`src/rtl/divider_control_reg_if.sv`:
```
// Request/result bundle between the pipeline and the iterative divider.
// start is a one-cycle request sampled while busy is low; ready pulses once when results are valid.
interface divider_control_reg_if #(
    parameter int WIDTH = 32
);
    logic             start;
    logic [WIDTH-1:0] dividend;
    logic [WIDTH-1:0] divisor;
    logic [WIDTH-1:0] quotient;
    logic [WIDTH-1:0] remainder;
    logic             busy;
    logic             ready;
    logic             div_by_zero;
    logic [1:0]       dbg_state;

    modport master (
        output start, dividend, divisor,
        input  quotient, remainder, busy, ready, div_by_zero, dbg_state
    );

    modport slave (
        input  start, dividend, divisor,
        output quotient, remainder, busy, ready, div_by_zero, dbg_state
    );
endinterface

```
`src/rtl/divider_control_reg.sv`:
```
// Iterative signed divider: restoring division on magnitudes, one quotient bit per clock,
// with {remainder,quotient} kept in a single 2*WIDTH shift register.
module divider_control_reg #(
    parameter int WIDTH = 32
) (
    input  logic                 clk,
    input  logic                 clr,
    divider_control_reg_if.slave bus
);
    localparam int CW = $clog2(WIDTH) + 1;

    typedef enum logic [1:0] {IDLE = 2'd0, RUN = 2'd1, DONE = 2'd2} state_t;

    state_t             state, state_next;
    logic [2*WIDTH-1:0] work, work_next;
    logic [WIDTH-1:0]   dvs, dvs_next;
    logic [CW-1:0]      count, count_next;
    logic               sign_q, sign_q_next;
    logic               sign_r, sign_r_next;
    logic [WIDTH-1:0]   quo, quo_next;
    logic [WIDTH-1:0]   rem, rem_next;
    logic               dbz, dbz_next;

    logic [2*WIDTH-1:0] shifted;
    logic [WIDTH:0]     trial;
    logic [2*WIDTH-1:0] iter;

    function automatic logic [WIDTH-1:0] magnitude(input logic [WIDTH-1:0] v);
        return v[WIDTH-1] ? (~v + 1'b1) : v;
    endfunction

    always_ff @(posedge clk) begin
        if (clr) begin
            state  <= IDLE;
            work   <= '0;
            dvs    <= '0;
            count  <= '0;
            sign_q <= 1'b0;
            sign_r <= 1'b0;
            quo    <= '0;
            rem    <= '0;
            dbz    <= 1'b0;
        end else begin
            state  <= state_next;
            work   <= work_next;
            dvs    <= dvs_next;
            count  <= count_next;
            sign_q <= sign_q_next;
            sign_r <= sign_r_next;
            quo    <= quo_next;
            rem    <= rem_next;
            dbz    <= dbz_next;
        end
    end

    // One restoring step: the extra top bit of trial is the borrow.
    always_comb begin
        shifted = {work[2*WIDTH-2:0], 1'b0};
        trial   = {1'b0, shifted[2*WIDTH-1:WIDTH]} - {1'b0, dvs};
        if (trial[WIDTH]) iter = shifted;
        else              iter = {trial[WIDTH-1:0], shifted[WIDTH-1:1], 1'b1};
    end

    always_comb begin
        state_next  = state;
        work_next   = work;
        dvs_next    = dvs;
        count_next  = count;
        sign_q_next = sign_q;
        sign_r_next = sign_r;
        quo_next    = quo;
        rem_next    = rem;
        dbz_next    = dbz;
        case (state)
            IDLE, DONE: begin
                state_next = IDLE;
                if (bus.start) begin
                    if (bus.divisor == '0) begin
                        state_next = DONE;
                        dbz_next   = 1'b1;
                        quo_next   = '0;
                        rem_next   = bus.dividend;
                    end else begin
                        state_next  = RUN;
                        work_next   = {{WIDTH{1'b0}}, magnitude(bus.dividend)};
                        dvs_next    = magnitude(bus.divisor);
                        sign_q_next = bus.dividend[WIDTH-1] ^ bus.divisor[WIDTH-1];
                        sign_r_next = bus.dividend[WIDTH-1];
                        count_next  = '0;
                    end
                end
            end
            RUN: begin
                work_next  = iter;
                count_next = count + 1'b1;
                if (count == CW'(WIDTH - 1)) begin
                    // Results are registered on the way into DONE so they hold afterwards.
                    state_next = DONE;
                    dbz_next   = 1'b0;
                    quo_next   = sign_q ? (~iter[WIDTH-1:0] + 1'b1) : iter[WIDTH-1:0];
                    rem_next   = sign_r ? (~iter[2*WIDTH-1:WIDTH] + 1'b1) : iter[2*WIDTH-1:WIDTH];
                end
            end
            default: state_next = IDLE;
        endcase
    end

    assign bus.busy        = (state == RUN);
    assign bus.ready       = (state == DONE);
    assign bus.quotient    = quo;
    assign bus.remainder   = rem;
    assign bus.div_by_zero = dbz;
    assign bus.dbg_state   = state;
endmodule

```
`src/flat_wrapper.sv`:
```
// flat-port wrapper written by rule: the top's interface ports become plain ports
module divider_control_reg_flat 
#(
    parameter int WIDTH = 32
)
  (clk, clr, bus_start, bus_dividend, bus_divisor, bus_quotient, bus_remainder, bus_busy, bus_ready, bus_div_by_zero, bus_dbg_state);
  divider_control_reg_if #(.WIDTH(WIDTH)) bus_i ();
  input  logic clk;
  input  logic clr;
  input wire logic [$bits(bus_i.start)-1:0] bus_start;
  input wire logic [$bits(bus_i.dividend)-1:0] bus_dividend;
  input wire logic [$bits(bus_i.divisor)-1:0] bus_divisor;
  output wire logic [$bits(bus_i.quotient)-1:0] bus_quotient;
  output wire logic [$bits(bus_i.remainder)-1:0] bus_remainder;
  output wire logic [$bits(bus_i.busy)-1:0] bus_busy;
  output wire logic [$bits(bus_i.ready)-1:0] bus_ready;
  output wire logic [$bits(bus_i.div_by_zero)-1:0] bus_div_by_zero;
  output wire logic [$bits(bus_i.dbg_state)-1:0] bus_dbg_state;
  assign bus_i.start = bus_start;
  assign bus_i.dividend = bus_dividend;
  assign bus_i.divisor = bus_divisor;
  assign bus_quotient = bus_i.quotient;
  assign bus_remainder = bus_i.remainder;
  assign bus_busy = bus_i.busy;
  assign bus_ready = bus_i.ready;
  assign bus_div_by_zero = bus_i.div_by_zero;
  assign bus_dbg_state = bus_i.dbg_state;
  divider_control_reg #(.WIDTH(WIDTH)) u_core (.clk(clk), .clr(clr), .bus(bus_i));
endmodule
```
`config.mk`:
```
export PLATFORM = sky130hd
export DESIGN_NAME = divider_control_reg_flat
export DESIGN_NICKNAME = d
export VERILOG_FILES = /design/src/rtl/divider_control_reg_if.sv /design/src/rtl/divider_control_reg.sv /design/src/flat_wrapper.sv
export SDC_FILE = /design/constraint.sdc
export NUM_CORES = 1
export LEC_CHECK = 0
export CORE_MARGIN = 1.5
export CORE_UTILIZATION = 26
export DETAILED_ROUTE_END_ITERATION = 12
export DONT_BUFFER_PORTS = 1
export GPL_ROUTABILITY_DRIVEN = 0
export PLACE_DENSITY = 0.45
export SETUP_SLACK_MARGIN = 0.05
export SLEW_MARGIN = 20
export SYNTH_ARGS = -nofsm -noshare
export SYNTH_HDL_FRONTEND = slang
export SYNTH_SLANG_ARGS = --single-unit
```
`constraint.sdc`:
```
create_clock -name clk -period 15.52 [get_ports clk]
set_input_delay 3.88 -clock clk [delete_from_list [all_inputs] [get_ports clk]]
set_output_delay 3.88 -clock clk [all_outputs]
set_load 0.02 [all_outputs]
```
* After elaboration in Yosys (flattened, before gate mapping) *
Cells that the tools add are included.

word-level totals
  bits of input ports = 67
  register bits after elaboration = 170
  word-level logic and storage cells = 62

operators by class
  muxes and demuxes = 27
  reduce and logical (&&, ||, !) cells = 7
  bitwise gates (word level) = 6
  $add $sub $neg = 6
  equality and inequality tests = 7

operators by type and width
  kind                                                                      count
  32-bit two-way mux                                                        10
  32-bit by 1-bit adder with 32-bit output (second input constant)          4
  32-bit inverter                                                           4
  32-bit one-hot mux with 2 select lines                                    2
  63-bit two-way mux                                                        2
  63-bit one-hot mux with 2 select lines                                    1
  64-bit two-way mux                                                        1
  32-bit by 32-bit subtractor with 33-bit output                            1
  32-bit logical NOT                                                        1
  6-bit two-way mux                                                         2
  6-bit one-hot mux with 2 select lines                                     1
  6-bit by 1-bit adder with 6-bit output (second input constant)            1
  6-bit by 5-bit == test with 1-bit output (second input constant)          1
  2-bit two-way mux                                                         3
  3-bit AND reduction                                                       2
  2-bit by 1-bit inequality test with 1-bit output (second input constant)  2
  2-bit inequality test (second input constant)                             2
  2-bit one-hot mux with 2 select lines                                     1
  4-bit AND reduction                                                       1
  1-bit two-way mux                                                         3
  2-bit by 1-bit == test with 1-bit output (second input constant)          1
  2-bit == test (second input constant)                                     1
  2-bit logical NOT                                                         1
  1-bit one-hot mux with 2 select lines                                     1
  4 further kinds                                                           4

* Depth between registers and ports, before layout *
Gate-level depths: netlist of the first run.

  depth in word-level cells = 7
  mapped depth = 23
  mapped depth without buffers = 20

* Worst setup path before layout of the first run *
No wires, ideal clock.

  path kind = input -> register
  from = input bus_dividend[1]
  to = register u_core.work[29]
  slack = 8459 ps
  cell stages on the path = 11
  data arrival time = 6936 ps
  data required time = 15395 ps
  path buffers = 0
  path through = or4_4 nand2b_4 or4_4 or4_4 or3_4 or4_4 o31ai_2 xor2_1 a211oi_1 a21oi_1 nor2_1

on the way
  longest elaborated chain between the ends = 6

ends and longest elaborated chain
  item                                      RTL line                   source
  start: declaration                        flat_wrapper.sv:11         input wire logic [$bits(bus_i.dividend)-1:0] bus_dividend;
  32-bit inverter                           divider_control_reg.sv:29  return v[WIDTH-1] ? (~v + 1'b1) : v;
  32-bit by 1-bit adder with 32-bit output  divider_control_reg.sv:29
  32-bit two-way mux                        divider_control_reg.sv:29
  63-bit two-way mux                        divider_control_reg.sv:78  if (bus.divisor == '0) begin
  63-bit two-way mux                        divider_control_reg.sv:77  if (bus.start) begin
  63-bit one-hot mux with 2 select lines    divider_control_reg.sv:74  case (state)
  end signal: assignment                    divider_control_reg.sv:45  work <= work_next;
  end: declaration                          divider_control_reg.sv:15  logic [2*WIDTH-1:0] work, work_next;

No other way between the ends. The select of a mux whose other input is x is not followed.
A chain may end at the register's enable or synchronous reset.

* Worst setup path in the final report of the first run *
  from = input bus_divisor[13]
  to = register u_core.rem[29], in the netlist u_core.bus.remainder[29]

on the way
  longest elaborated chain between the ends = 3

ends and longest elaborated chain
  item                                                               RTL line                   source
  start: declaration                                                 flat_wrapper.sv:12         input wire logic [$bits(bus_i.divisor)-1:0] bus_divisor;
  32-bit logical NOT                                                 divider_control_reg.sv:78
  2-bit by 1-bit inequality test with 1-bit output (no source line)  -
  4-bit AND reduction (no source line)                               -
  end signal: assignment                                             divider_control_reg.sv:51  rem <= rem_next;
  end: declaration                                                   divider_control_reg.sv:21  logic [WIDTH-1:0] rem, rem_next;

No other way between the ends.

==> impl_metrics.py, run 1 <==
metrics = {
    "grt": {
        "grt_max_degree": 172,
        "grt_pass1_vias": 10400,
        "antenna_found_initial": 0,
        "grt_pass1_wl_um": 62500,
        "grt.total_usage_pct": 16.9,
        "gr-total-overflow": 0,
    },
    "worst_setup_path": {
        "cp_slowest_cell": "o22a_2",
        "required_ns": 15.87,
        "path_delay_family": "simple AND/OR/NAND/NOR gates",
        "cp_slowest_stage_delay_ns": 0.80,
        "end_kind": "register",
        "start_kind": "input port",
        "crit_chain": "or4_1 > or3_1 > or4_1 > nor4_1 > nand3b_1 > nor2_1 > o22a_2 > nand3_1 > a21oi_1 > a21oi_1 > o311ai_0",
        "crit_type": "in2reg",
        "path_max_fanout": 48,
        "arrival_ns": 7.49,
        "cp_num_buf_inv": 0,
    },
    "layout": {
        "seqCellArea_um2": 3400,
        "areaGrowthSynthToFinish_pct": 8.77,
        "final_common_cell": "nor2_1",
        "fillCellCount": 4934,
        "nNetsFinal": 1612,
        "layout_common_cells": "nor2_1 (179), nand2_1 (175), dfxtp_1 (170)",
        "drive_gt1_share_pct": 5.39,
        "n_antenna_cell": 0,
        "multi_input_area_um2": 7790,
    },
    "sta": {
        "setup_ws_ns": 8.38,
        "hold_violations": 0,
        "tns_ns": 0,
        "rsz0062_at_grt": "false",
        "setup_viol_count_final": 0,
        "relSlewSlack_pct": 31.0,
        "worst_pin_slew_ns": 1.03,
        "maxSlewViolCount": 0,
        "fmax_mhz": 140,
        "period_share_pct": 46.0,
        "period_needed_ns": 7.14,
        "fin_skew_ns": 0.0130,
    },
    "floorplan": {
        "fp.dieH_um": 216,
        "coreArea_um2": 45200,
        "start_util_pct": 26.2,
        "dieArea_um2": 46800,
        "num_io_pins": 136,
        "die_w_um": 216,
        "rows": 78,
    },
    "synth": {
        "ys_types": 77,
        "synthCells": 1586,
        "syn_area_per_cell_um2": 7.47,
        "synthFlopType": "dfxtp_1",
        "seq_area_frac_synth_pct": 28.7,
        "netlist_area_um2": 11800,
        "async_flop_share_pct": 0,
        "synth_edf_count": 0,
        "yosys_warnings": 0,
        "ys_ff_latch": 170,
        "synth_nets": 1691,
    },
    "clock_tree": {
        "cts_buffers": 17,
        "cts_buffer_depth": 2,
        "root_buffer": "clkbuf_16",
        "cts_resized": 0,
        "clk_pin_slew_ns": 0.07,
        "cts_num_sinks": 170,
        "cts_tree": "built",
        "htree_levels": 4,
        "clock_latency_ns": 0.46,
        "holdBufCountCts": 0,
        "postCtsSetupRepairBufs": 0,
    },
    "power_and_ir_drop": {
        "p_per_area_nw_per_um2": 98.6,
        "p_seq_share_pct": 37.4,
        "combPwrFrac_pct": 23.3,
        "p_switching_mw": 0.414,
        "p_clk_share_pct": 39.3,
        "peakVddDrop_mv": 0.0671,
        "leakagePower_nw": 4.51,
        "intPower_mw": 0.856,
        "swShare_pct": 32.6,
    },
    "run_status": {
        "status": "complete, no violations",
    },
    "route": {
        "route.detailed.drc": 0,
        "wl_per_cell_um": 18.7,
        "ant_nets": 0,
        "drt-vias-per-instance": 5.23,
        "drt_first_iter_violations": 802,
        "dr.pass1.iters": 5,
        "vias": 11100,
        "wl_um": 39700,
    },
    "min_path": {
        "hold_class": "reg2reg",
    },
    "placed_design": {
        "place_ws_ns": 7.92,
        "port_buffers": 0,
        "hpwl_um": 29200,
    },
    "job": {
        "max_cap_viol_count": 0,
    },
}
==> Yosys cell counts, types with 10 or more instances <==
| master | count | area share [%] |
|---|---|---|
| dfxtp_1 | 170 | 29 |
| nand3_1 | 65 | 2.7 |
| a211oi_1 | 50 | 3.2 |
| or4_1 | 16 | 1.0 |
| o41ai_1 | 16 | 1.2 |
| ha_1 | 37 | 3.9 |
| a21o_1 | 13 | 0.82 |
| mux2i_1 | 18 | 1.5 |
| nand2_1 | 175 | 5.5 |
| a31oi_1 | 51 | 2.7 |
| xnor2_1 | 62 | 4.6 |
| o31ai_1 | 31 | 2.0 |
| and3_1 | 23 | 1.2 |
| buf_1 | 12 | 0.38 |
| inv_1 | 47 | 1.5 |
| and2_1 | 10 | 0.53 |
| a21oi_1 | 117 | 4.9 |
| nor3_1 | 31 | 1.3 |
| xor2_1 | 60 | 4.4 |
| a311oi_1 | 10 | 0.74 |
| o211ai_1 | 23 | 1.5 |
| nand2b_1 | 10 | 0.53 |
| nor4_1 | 10 | 0.53 |
| clkbuf_1 | 83 | 2.6 |
| nor2_1 | 179 | 5.7 |
| or3_1 | 29 | 1.5 |
| o21ai_0 | 76 | 3.2 |
| a22oi_1 | 17 | 1.1 |
==> tightest hold or removal path, stage by stage (launching register included) <==
cell	delay, ns
dfxtp_1	0.30
inv_1	0.07
a211oi_1	0.06
==> flip-flops by register name (all words and copies together) (netlist names) <==
| name | cells |
|---|---|
| u_core.work | 63 |
| u_core.bus.quotient | 32 |
| u_core.bus.remainder | 32 |
| u_core.dvs | 32 |
| u_core.count | 6 |
| u_core.bus.dbg_state | 2 |
| u_core.bus.div_by_zero | 1 |
| u_core.sign_q | 1 |
| u_core.sign_r | 1 |
==> power by group through the flow <==
stage	Sequential [mW]	Combinational [mW]	Clock [mW]
4_1_cts	0.475	0.296	0.510
5_1_grt	0.478	0.333	0.528
3_5_place_dp	0.485	0.295	0
2_1_floorplan	0.476	0.242	0
6_report	0.475	0.296	0.500
3_3_place_gp	0.485	0.292	0
==> cells by family after synthesis <==
group	Yosys count	share of synthesized area (%)
simple gates	603	24.4
compound gates	469	25.9
flops	170	28.7
buf+inv	160	5.78
xor+xnor	122	9.02
fa+ha+maj	38	4.08
mux	24	2.09
==> path summary, 6_finish.rpt <==
kind,startpoint,end,slack (ns),depth (start not counted)
max,bus_divisor[13],u_core.bus.remainder[29]$_SDFFE_PP0P_,8.38,11
min,u_core.dvs[26]$_SDFFE_PP0P_,u_core.dvs[26]$_SDFFE_PP0P_,0.47,2
max reg2reg,u_core.work[31]$_SDFFE_PP0P_,u_core.bus.remainder[26]$_SDFFE_PP0P_,9.58,22
min reg2reg,u_core.dvs[26]$_SDFFE_PP0P_,u_core.dvs[26]$_SDFFE_PP0P_,0.47,2
==> layer usage <==
layer | up-vias | track usage (%) | routed length (um)
li1 | 5628 | - | -
met1 | 5196 | 24.0 | 19500
met2 | 242 | 26.3 | 17800
met3 | 21 | 3.92 | 2090
met4 | 0 | 2.94 | 326
met5 | - | 0 | 0
==> per-stage QoR <==
step,total power [mW],cell area (um2),utilization (%),hold WS [ns],instances
after floorplan,0.717,11800,-,0.438,1586
after global placement,0.777,12200,27.0,0.458,2088
after detailed placement,0.780,12200,27.0,0.461,2088
after CTS,1.28,12900,28.5,0.472,2120
after global routing,1.34,12900,28.5,0.505,2120
final,1.27,12900,28.5,0.472,2120
==> cell type report <==
class | count | share of cell area [%]
Tap cell | 600 | 5.83
Multi-Input combinational cell | 1256 | 60.4
Timing Repair Buffer | 13 | 0.758
Clock buffer | 18 | 3.33
Clock inverter | 14 | 1.81
Sequential cell | 170 | 26.4
Inverter | 49 | 1.43
Note: power is estimated with default switching activity, not from simulation.
==> run 2: changes to the inputs <==
==> constraint.sdc (replaced) <==
create_clock -name clk -period 6.6 [get_ports clk]
set_input_delay 1.65 -clock clk [delete_from_list [all_inputs] [get_ports clk]]
set_output_delay 1.65 -clock clk [all_outputs]
set_load 0.02 [all_outputs]
==> run 2 against run 1 <==
Clock power is 110% higher. Sequential share of layout area rose by 0.093 points. Critical path type is now reg2reg. Global-route usage increased by 0.12 points. Via count grew 1.0%.
==> impl_metrics.py, run 2 (synthesis results as in run 1) <==
metrics = {
    "run_status": {
        "status": "complete, no violations",
    },
    "floorplan": {
        "fp.dieH_um": 216,
        "start_util_pct": 26.2,
        "num_io_pins": 136,
        "dieArea_um2": 46800,
        "coreArea_um2": 45200,
        "die_w_um": 216,
        "rows": 78,
    },
    "sta": {
        "rsz0062_at_grt": "false",
        "period_share_pct": 83.3,
        "fmax_mhz": 182,
        "holdWs_ns": 0.478,
        "period_needed_ns": 5.50,
        "setup_viol_count_final": 0,
        "fin_skew_ns": 0.0150,
        "tns_ns": 0,
        "relSlewSlack_pct": 30.5,
        "maxSlewViolCount": 0,
        "hold_violations": 0,
        "worst_pin_slew_ns": 1.04,
        "setup_ws_ns": 1.10,
    },
    "layout": {
        "largest_reg_flops": 63,
        "final_cells": 2125,
        "areaGrowthSynthToFinish_pct": 8.39,
        "fillCellCount": 4929,
        "n_antenna_cell": 0,
        "drive_gt1_share_pct": 5.77,
        "multi_input_area_um2": 7790,
        "layout_common_cells": "nor2_1 (179), nand2_1 (175), dfxtp_1 (170)",
        "seqCellArea_um2": 3400,
        "nNetsFinal": 1617,
        "utilization_pct": 28.4,
        "final_common_cell": "nor2_1",
        "regMostFlops": "u_core.work",
    },
    "worst_setup_path": {
        "crit_chain": "inv_1 > ha_1 > fa_1 > nand2b_1 > a21oi_2 > o21ai_1 > o21ai_1 > nand4b_1 > buf_4 > nand2_1 > nand2_1 > o21ai_0 > ha_1 > and3b_1 > nand2_1 > nor3_1 > a31oi_1 > buf_4 > or3_1 > nor3_1 > mux2_2 > a311oi_1",
        "crit_type": "reg2reg",
        "start_kind": "register",
        "cp_slowest_cell": "dfxtp_1",
        "rr_startpoint": "u_core.work[31]$_SDFFE_PP0P_",
        "arrival_ns": 5.88,
        "startpoint": "u_core.work[31]$_SDFFE_PP0P_",
        "crit_path_frequent_cell": "nand2_1",
        "cp_slowest_stage_delay_ns": 0.50,
        "end_kind": "register",
        "required_ns": 6.98,
        "path_max_fanout": 9,
    },
    "clock_tree": {
        "cts_resized": 0,
        "clk_pin_slew_ns": 0.08,
        "root_buffer": "clkbuf_16",
        "htree_levels": 4,
        "cts_num_sinks": 170,
        "cts_buffer_depth": 2,
        "cts_buffers": 17,
        "cts_tree": "built",
        "holdBufCountCts": 0,
        "postCtsSetupRepairBufs": 0,
        "clock_latency_ns": 0.47,
    },
    "job": {
        "max_cap_viol_count": 0,
    },
    "grt": {
        "grt_pass1_vias": 10400,
        "grt.total_usage_pct": 17.1,
        "grt_max_degree": 172,
        "gr-total-overflow": 0,
        "antenna_found_initial": 0,
        "grt_pass1_wl_um": 62700,
    },
    "placed_design": {
        "port_buffers": 0,
        "hpwl_um": 29800,
        "place_ws_ns": 1.09,
        "dp.cells": 2093,
    },
    "min_path": {
        "worstHoldStart": "u_core.dvs[28]$_SDFFE_PP0P_",
        "hold_class": "reg2reg",
    },
    "route": {
        "drt-vias-per-instance": 5.27,
        "wl_um": 40200,
        "wl_per_cell_um": 18.9,
        "route.detailed.drc": 0,
        "drt_first_iter_violations": 871,
        "dr.pass1.iters": 5,
        "vias": 11200,
        "ant_nets": 0,
    },
    "power_and_ir_drop": {
        "p_per_area_nw_per_um2": 222,
        "peakVddDrop_mv": 0.156,
        "leakagePower_nw": 4.49,
    },
}
[run 2: changes by cell type in the layout (fill, tap and decap cells not counted), sizes merged]
cell	previous run	this run
clkinvlp	0	2
bufinv	5	1
clkinv	3	5
buf	13	18
clkbuf	18	17
inv	55	56
[run 2: final timing paths]
path	to	slack [ns]	depth (start not counted)
worst max-delay path	u_core.bus.remainder[26]$_SDFFE_PP0P_	1.10	22
worst min register to register	u_core.dvs[28]$_SDFFE_PP0P_	0.48	2
worst min-delay path	u_core.dvs[28]$_SDFFE_PP0P_	0.48	2
worst max register to register	u_core.bus.remainder[26]$_SDFFE_PP0P_	1.10	22
[run 2: final cells by class]
type | instances | area share [%]
Sequential cell | 170 | 26.5
Tap cell | 600 | 5.85
Timing Repair Buffer | 18 | 1.05
Inverter | 49 | 1.43
Multi-Input combinational cell | 1256 | 60.6
Clock buffer | 17 | 3.31
Clock inverter | 15 | 1.20
[run 2: critical path: cells and delay by family (launching register included)]
kind	cells	cell delay (ns)
AO/OA/AOI/OAI	6	1.20
adder cells (fa/ha/maj)	3	1.00
buffers and inverters	3	0.49
flip-flops	1	0.50
multiplexers	1	0.37
AND/OR/NAND/NOR	9	1.85
[run 2: power by group]
group          total (mW)  leakage (nW)  switching, mW  internal (mW)
logic               0.706          2.82          0.439          0.267
clock network        1.03         0.281          0.498          0.534
registers            1.11          1.38         0.0489           1.07
total                2.85          4.49          0.986           1.87
[run 2: per-stage QoR]
| step | power (mW) | instance area, um2 |
|---|---|---|
| finish | 2.85 | 12800 |
| global route | 3.01 | 12800 |
| CTS | 2.88 | 12800 |
| detailed placement | 1.84 | 12300 |
| global placement | 1.83 | 12300 |
| floorplan | 1.69 | 11800 |
[run 2: metal layers]
layer / GRT usage (%) / vias to the layer above / wire (um) / share of wire, %
li1: - / 5622 / - / -
met1: 24.1 / 5269 / 19600 / 49
met2: 26.6 / 285 / 18000 / 45
met3: 3.26 / 22 / 2210 / 5.5
met4: 3.98 / 0 / 418 / 1.0
met5: 0 / - / 0 / 0
